--- src/rtl/pipe_hazard_ctrl.sv ---
// Central IF/ID/EX/MEM/WB sequencer: hazard stalls, flushes, halt drain, memory watchdog.
// Optional perf counters enabled by defining PIPE_HAZARD_PERF_EN.
module pipe_hazard_ctrl #(
   parameter int REG_AW       = 4,
   parameter int DRAIN_CYCLES = 3,
   parameter int MEM_TIMEOUT  = 255,
   parameter int CNT_W        = 16
) (
   input  logic              clk,
   input  logic              rst,
   input  logic              hlt,
   input  logic [REG_AW-1:0] id_rs,
   input  logic [REG_AW-1:0] id_rt,
   input  logic              id_uses_rs,
   input  logic              id_uses_rt,
   input  logic [REG_AW-1:0] ex_rd,
   input  logic              ex_mem_read,
   input  logic              ex_reg_write,
   input  logic              br_taken,
   input  logic              mem_busy,
   output logic              pc_we,
   output logic              ifid_we,
   output logic              ifid_flush,
   output logic              idex_we,
   output logic              idex_bubble,
   output logic              exmem_we,
   output logic              exmem_flush,
   output logic              memwb_bubble,
   output logic              stall,
   output logic              halted,
   output logic              mem_err,
   output logic [1:0]        state,
   output logic [CNT_W-1:0]  perf_stall_cnt,
   output logic [CNT_W-1:0]  perf_flush_cnt
);

   typedef enum logic [1:0] {
      S_RUN    = 2'd0,
      S_DRAIN  = 2'd1,
      S_HALTED = 2'd2,
      S_ERROR  = 2'd3
   } state_t;

   localparam logic [7:0] BUSY_LAST  = 8'(MEM_TIMEOUT - 1);
   localparam logic [3:0] DRAIN_INIT = 4'(DRAIN_CYCLES);

   state_t     state_q, state_d;
   logic [3:0] drain_cnt_q, drain_cnt_d;
   logic [7:0] busy_cnt_q, busy_cnt_d;
   logic       mem_err_q, mem_err_d;

   logic lu;
   logic active;
   logic rs_hit;
   logic rt_hit;

   always_comb begin
      rs_hit = id_uses_rs & (id_rs == ex_rd);
      rt_hit = id_uses_rt & (id_rt == ex_rd);
      lu     = ex_mem_read & ex_reg_write & (ex_rd != '0) & (rs_hit | rt_hit);
      active = (state_q == S_RUN) | (state_q == S_DRAIN);
   end

   always_comb begin
      pc_we        = 1'b1;
      ifid_we      = 1'b1;
      idex_we      = 1'b1;
      exmem_we     = 1'b1;
      ifid_flush   = 1'b0;
      idex_bubble  = 1'b0;
      exmem_flush  = 1'b0;
      memwb_bubble = 1'b0;
      halted       = 1'b0;
      if (rst) begin
         pc_we        = 1'b0;
         ifid_we      = 1'b0;
         idex_we      = 1'b0;
         exmem_we     = 1'b0;
         ifid_flush   = 1'b1;
         idex_bubble  = 1'b1;
         exmem_flush  = 1'b1;
         memwb_bubble = 1'b1;
      end else if (!active) begin
         pc_we    = 1'b0;
         ifid_we  = 1'b0;
         idex_we  = 1'b0;
         exmem_we = 1'b0;
         halted   = 1'b1;
      end else if (mem_busy) begin
         pc_we        = 1'b0;
         ifid_we      = 1'b0;
         idex_we      = 1'b0;
         exmem_we     = 1'b0;
         memwb_bubble = 1'b1;
      end else if (br_taken) begin
         ifid_flush  = 1'b1;
         idex_bubble = 1'b1;
         exmem_flush = 1'b1;
      end else if ((state_q == S_DRAIN) | lu | hlt) begin
         // older instructions keep moving while ID is held
         pc_we       = 1'b0;
         ifid_we     = 1'b0;
         idex_bubble = 1'b1;
      end
   end

   always_comb begin
      stall   = ~pc_we;
      mem_err = mem_err_q & ~rst;
      state   = state_q;
   end

   always_comb begin
      state_d     = state_q;
      drain_cnt_d = drain_cnt_q;
      busy_cnt_d  = '0;
      mem_err_d   = mem_err_q;
      if (active) begin
         if (mem_busy) begin
            busy_cnt_d = (busy_cnt_q == 8'hff) ? busy_cnt_q : busy_cnt_q + 8'd1;
            if (busy_cnt_q == BUSY_LAST) begin
               state_d   = S_ERROR;
               mem_err_d = 1'b1;
            end
         end else if (br_taken) begin
            // a HLT being drained was on the wrong path
            state_d     = S_RUN;
            drain_cnt_d = '0;
         end else if (state_q == S_DRAIN) begin
            if (drain_cnt_q == 4'd1) begin
               state_d     = S_HALTED;
               drain_cnt_d = '0;
            end else begin
               drain_cnt_d = drain_cnt_q - 4'd1;
            end
         end else if (!lu && hlt) begin
            state_d     = S_DRAIN;
            drain_cnt_d = DRAIN_INIT;
         end
      end
   end

   always_ff @(posedge clk) begin
      if (rst) begin
         state_q     <= S_RUN;
         drain_cnt_q <= '0;
         busy_cnt_q  <= '0;
         mem_err_q   <= 1'b0;
      end else begin
         state_q     <= state_d;
         drain_cnt_q <= drain_cnt_d;
         busy_cnt_q  <= busy_cnt_d;
         mem_err_q   <= mem_err_d;
      end
   end

`ifdef PIPE_HAZARD_PERF_EN
   logic [CNT_W-1:0] perf_stall_q, perf_stall_d;
   logic [CNT_W-1:0] perf_flush_q, perf_flush_d;
   logic             stall_inc;
   logic             flush_inc;

   always_comb begin
      stall_inc    = active & ~pc_we;
      flush_inc    = active & ~mem_busy & br_taken;
      perf_stall_d = perf_stall_q;
      perf_flush_d = perf_flush_q;
      if (stall_inc && (perf_stall_q != '1)) begin
         perf_stall_d = perf_stall_q + 1'b1;
      end
      if (flush_inc && (perf_flush_q != '1)) begin
         perf_flush_d = perf_flush_q + 1'b1;
      end
   end

   always_ff @(posedge clk) begin
      if (rst) begin
         perf_stall_q <= '0;
         perf_flush_q <= '0;
      end else begin
         perf_stall_q <= perf_stall_d;
         perf_flush_q <= perf_flush_d;
      end
   end

   always_comb begin
      perf_stall_cnt = perf_stall_q;
      perf_flush_cnt = perf_flush_q;
   end
`else
   always_comb begin
      perf_stall_cnt = '0;
      perf_flush_cnt = '0;
   end
`endif

endmodule

--- config.mk ---
export PLATFORM = sky130hd
export DESIGN_NAME = pipe_hazard_ctrl
export DESIGN_NICKNAME = d
export VERILOG_FILES = /design/src/rtl/pipe_hazard_ctrl.sv
export SDC_FILE = /design/constraint.sdc
export NUM_CORES = 1
export LEC_CHECK = 0
export ABC_CLOCK_PERIOD_IN_PS = 6800
export CAP_MARGIN = 15
export CORE_ASPECT_RATIO = 1.4
export CORE_MARGIN = 2
export CORE_UTILIZATION = 45
export DETAILED_ROUTE_END_ITERATION = 10
export DONT_BUFFER_PORTS = 1
export PLACE_DENSITY_LB_ADDON = 0.3
export SYNTH_ARGS = -nofsm -noshare
export SYNTH_HDL_FRONTEND = slang
export SYNTH_SLANG_ARGS = --single-unit
--- constraint.sdc ---
create_clock -name clk -period 6.8 [get_ports clk]
set_clock_uncertainty 0.2 [all_clocks]
set_input_delay 1.7 -clock clk [delete_from_list [all_inputs] [get_ports clk]]
set_output_delay 1.7 -clock clk [all_outputs]
set_load 0.1 [all_outputs]
### Yosys cells after proc, flatten, opt, wreduce, memory -nomap -nowiden

Cells that the tools add are included.

| word-level totals | value |
|---|---|
| bits in registers | 15 |
| bits of input ports | 21 |
| output and inout port bits | 45 |
| logic and storage cells | 70 |

| operators by class | value |
|---|---|
| add/subtract/negate cells | 2 |
| equality and inequality tests | 8 |
| mux-type cells | 32 |
| bitwise gates (word level) | 14 |
| reduce and logical (&&, ||, !) cells | 10 |

Operator list:

| cell | count |
|---|---|
| $mux 1 | 22 |
| $eq 8x8->1 const B | 2 |
| $mux 4 | 4 |
| $mux 2 | 6 |
| $add 8x1->8 const B | 1 |
| $eq 4x4->1 | 2 |
| $reduce_bool 4->1 | 2 |
| $and 1x1->1 | 6 |
| $reduce_and 3->1 | 2 |
| $eq 4x1->1 const B | 1 |
| $ne 4x3->1 const B | 1 |
| $not 1->1 | 4 |
| $or 1x1->1 | 4 |
| $reduce_and 4->1 | 1 |
| $sub 4x1->4 const B | 1 |
| $reduce_bool 3->1 | 1 |
| $reduce_or 3->1 | 1 |
| $eq 2x1->1 const B | 1 |
| $logic_not 2->1 | 1 |
| $ne 2x1->1 const B | 1 |
| $logic_and 1x1->1 | 1 |
| $logic_not 1->1 | 1 |

### Logic depth before layout (Yosys ltp)

| logic depth | value |
|---|---|
| depth after elaboration | 12 |
| gate-level depth with buffers | 7 |
| depth with buffers taken out | 7 |

### Worst setup path before layout

No wires, ideal clock.

| path | value |
|---|---|
| kind | input to output |
| from | in mem_busy |
| to | out idex_bubble |
| arrival time | 5332 ps |
| data required time | 4900 ps |
| setup slack | -432 ps |
| stages | 4 |
| buffers on the path | 1 |
| cell sequence | or2_1 clkbuf_1 o21ai_0 o21bai_1 |

| on the way | value |
|---|---|
| word-level cells in the longest chain between the ends | 3 |

Ends and longest elaborated chain:

| element | RTL line | source |
|---|---|---|
| start, declared | 20 | `input logic mem_busy,` |
| $mux 1 | 89 | `end else if (mem_busy) begin` |
| $mux 1 | 83 | `end else if (!active) begin` |
| $mux 1 | 74 | `if (rst) begin` |
| end, declared | 25 | `output logic idex_bubble,` |

No other way between the ends.

### Worst setup path in the final report

| path | value |
|---|---|
| from | in ex_rd[1] |
| to | out pc_we |

| on the way | value |
|---|---|
| word-level cells in the longest chain between the ends | 11 |
| elaborated cells between the ends (all ways) | 15 |
| classes of those cells | eq/ne (2); mux (5); bitwise (7); reduce/logical (1) |

Ends and longest elaborated chain:

| element | RTL line | source |
|---|---|---|
| start, declared | 16 | `input logic [REG_AW-1:0] ex_rd,` |
| $eq 4x4->1 (on tied branches) | 58, 59 |  |
| $and 1x1->1 (on tied branches) | 58, 59 |  |
| $or 1x1->1 | 60 | `lu = ex_mem_read & ex_reg_write & (ex_rd != '0) & (rs_hit \| rt_hit);` |
| $and 1x1->1 (*) | 60 |  |
| $or 1x1->1 (*) (2 in a row) | 99 | `end else if ((state_q == S_DRAIN) \| lu \| hlt) begin` |
| $mux 1 (*) (5 in a row) | -- |  |
| end, declared | 21 | `output logic pc_we,` |

Every way passes the cells marked *; elsewhere a longest branch is shown, timed or not.

==> summary.md <==
| Metric | Value |
|---|---|
| Status | `complete, no violations` |
| Avg Cell Area, Syn | `8.05 sq um` |
| Drt total wl | `~2200 microns` |
| Primary FF master, synth | `dfxtp_1` |
| Count of input and output buffers | `0` |
| RSZ-0062 raised after global routing | `false` |
| Fin crit period | `5.40 ns` |
| Cell area after synthesis | `around 0.0013 sq mm` |
| CTS sink count | `15` |
| Max-Cap Viols | `0` |
| Via count | `950` |
| EDFF count, synth | `0` |
| Core area | `0.00267 sq mm` |
| Fraction of registers with async set/reset | `0` |
| Setup-failing EPs final | `0` |
| CTS HTree Levels | `1` |
| CP max stage cell | `o21a_2` |
| Cell Count, Final, Fillers Out | `193` |
| RePlAce Congestion | `0.802` |
| NumNets Final | `between 150 and 200` |
| Crit-path max FO | `3` |
| Worst-path cell chain | `nor4_2, nor2_1, and4_4, nor4b_2, o21a_2` |
| Mapped Cells | `159` |
| Initial Utilization | `0.479` |
| Placed instance count | `around 190` |
| Period Utilization, post-route | `0.794` |
| Area post-placement | `0.00120 sq mm` |
| Clock Latency Late Sink | `0.27 ns` |
| Seq/Total Area, Yosys | `0.235` |
| 1st-iter DRT viols | `12` |
| Crit path DAT | `3.50 ns` |
| Crit. End Element | `output pin` |
| Post-route ant nets | `0` |
| GRT Overall Usage | `0.135` |
| Slew margin rel. | `0.243` |
| Share of cells above drive strength 1 | `0.134` |
| Worst path bufs/invs | `0` |
| Area Growth Syn to Fin | `-3.91%` |
| Fmax | `185 MHz` |
| Die W | `slightly below 50 microns` |
| CTS tree | `yes` |
| Largest cells by area after synthesis | `dfxtp_1 23%, buf_4 21%, xor2_1 4.8%` |
| CP Class | `in2out` |
| Hold_ws | `slightly above 0.3 ns` |
| Antenna violations before repair | `0` |
| Slew @ Worst Pin | `about 1.1 ns` |
| Final instance area | `~0.0012 sq mm` |
| Die area | `0.00329 sq mm` |
| CP top delay family | `simple AND/OR/NAND/NOR gates` |
| Worst EP required | `4.90 ns` |
| Hpwl dp | `1820 microns` |
| Worst hold-check path type | `reg2reg` |
| Max rail drop VDD | `about 0.17 mV` |
| Grt total ovfl | `0` |
| First-pass GRT wire length | `3590 microns` |
| Leading area contributor after synthesis | `dfxtp_1` |
| Crit start category | `input port` |
| Setup bufs post-CTS | `0` |
| Drt pass-1 iters | `4` |
| Largest net degree at the start of global routing | `13` |
| Worst-case clock buffer depth | `2` |
| Ant diodes | `0` |
| Slew Viols, Final | `0` |
| PwrDens | `about 240 mW/mm^2` |
| Setup TNS Final | `0 ns` |
| Vias in the first global route | `891` |
| # rows | `22` |
| Die H | `between 60 and 70 microns` |
| CTS root buf | `clkbuf_4` |
| Synth top area share | `0.235` |
| Drt wl/cell | `11.6 microns` |
| Clk slew on worst S/H paths | `0.09 ns` |
| Register-to-register setup slack | `between 4 and 5 ns` |
| DR vias/cell | `roughly 4.9` |
| CP peak stage delay | `0.88 ns` |
| Ys Warns | `0` |
| Number of fill cells | `about 290` |
| PostCTS Resize Cnt | `0` |
| Distinct cells, synth | `44` |
| Post-route DRC | `0` |
| Leakage | `0.506 nW` |
| IO Pins | `between 60 and 70` |
| CTS hold repair buffers | `0` |
| Final Hold Vio Count | `0` |
| CTS Buf Count | `3` |
| Yosys reg bits | `15` |
layer usage:
metal / vias up / track usage / wire (microns)
met5: - / 0 / 0
li1: 479 / - / -
met3: 4 / 0.0179 / 139
met2: 36 / 0.258 / 1190
met1: 431 / 0.147 / 889
met4: 0 / 0.0571 / 20
sequential cells by signal, indices dropped and copies added, names as in the netlist:
register     count
mem_err_q        1
drain_cnt_q      4
state            2
busy_cnt_q       8
power by group:
group          leakage (nW)  switching [mW]  internal, mW
sequential            0.122          0.0117        0.0908
clock                0.0150          0.0271        0.0227
combinational         0.369           0.125        0.0178
metrics by stage:
stage	setup slack, ns	total power, mW	utilization
after global routing	1.25	0.307	0.461
after detailed placement	1.36	0.247	0.451
after floorplan	0.0998	0.255	-
final	1.40	0.295	0.461
after global placement	1.40	0.246	0.451
after CTS	1.37	0.297	0.461
cell type report:
type	instances	area, sq um	area share
Multi-Input combinational cell	130	821	0.667
Tap cell	36	45.0	0.0366
Timing Repair Buffer	2	15.0	0.0122
Inverter	6	22.5	0.0183
Sequential cell	15	300	0.244
Clock buffer	4	26.3	0.0214
cell usage after synthesis (3+ instances only):
master and instances:
a21oi_1 6, a31oi_1 3, buf_4 35, clkbuf_1 3, dfxtp_1 15, ha_1 4, inv_1 5, nand2_1 10
nand3_1 3, nor2_1 10, nor3_1 8, o21a_1 3, o21ai_0 3, xnor2_1 4, xor2_1 7
worst reg2reg max path, delay by kind of cell, from the launching register on:
kind,cells,cell delay (ns)
flip-flops,1,1.07
AND/OR/NAND/NOR,3,0.91
AO/OA/AOI/OAI,2,0.22
cell families after synthesis:
| family | after synthesis | synth area share |
|---|---|---|
| DFF | 15 | 0.235 |
| other | 1 | 0.00293 |
| xor gates and xnor gates | 11 | 0.0753 |
| and+or+nand+nor | 54 | 0.257 |
| buffers and inverters | 45 | 0.240 |
| adders and majority gates | 4 | 0.0391 |
| muxes | 1 | 0.00782 |
| AOI/OAI and AO/OA | 28 | 0.143 |
cell usage in the layout, fill, tap and decap left out, drive strengths merged, types with 4 or more instances in the layout:
| cell type | n |
|---|---|
| clkbuf | 4 |
| xnor2 | 4 |
| conb | 32 |
| ha | 4 |
| nand2 | 10 |
| xor2 | 7 |
| dfxtp | 15 |
| nor2 | 10 |
| a21oi | 6 |
| and4 | 4 |
| o21ai | 4 |
| inv | 6 |
| nor3 | 8 |
worst paths after layout:
kind | startpoint | end | cells past startpoint
worst max-delay path | ex_rd[1] | pc_we | 5
worst min-delay path | busy_cnt_q[7] | busy_cnt_q[7] | 2
worst max register to register | state[1] | state[0] | 5
worst min register to register | busy_cnt_q[7] | busy_cnt_q[7] | 2
No activity file was read; power rests on OpenSTA's default activity.
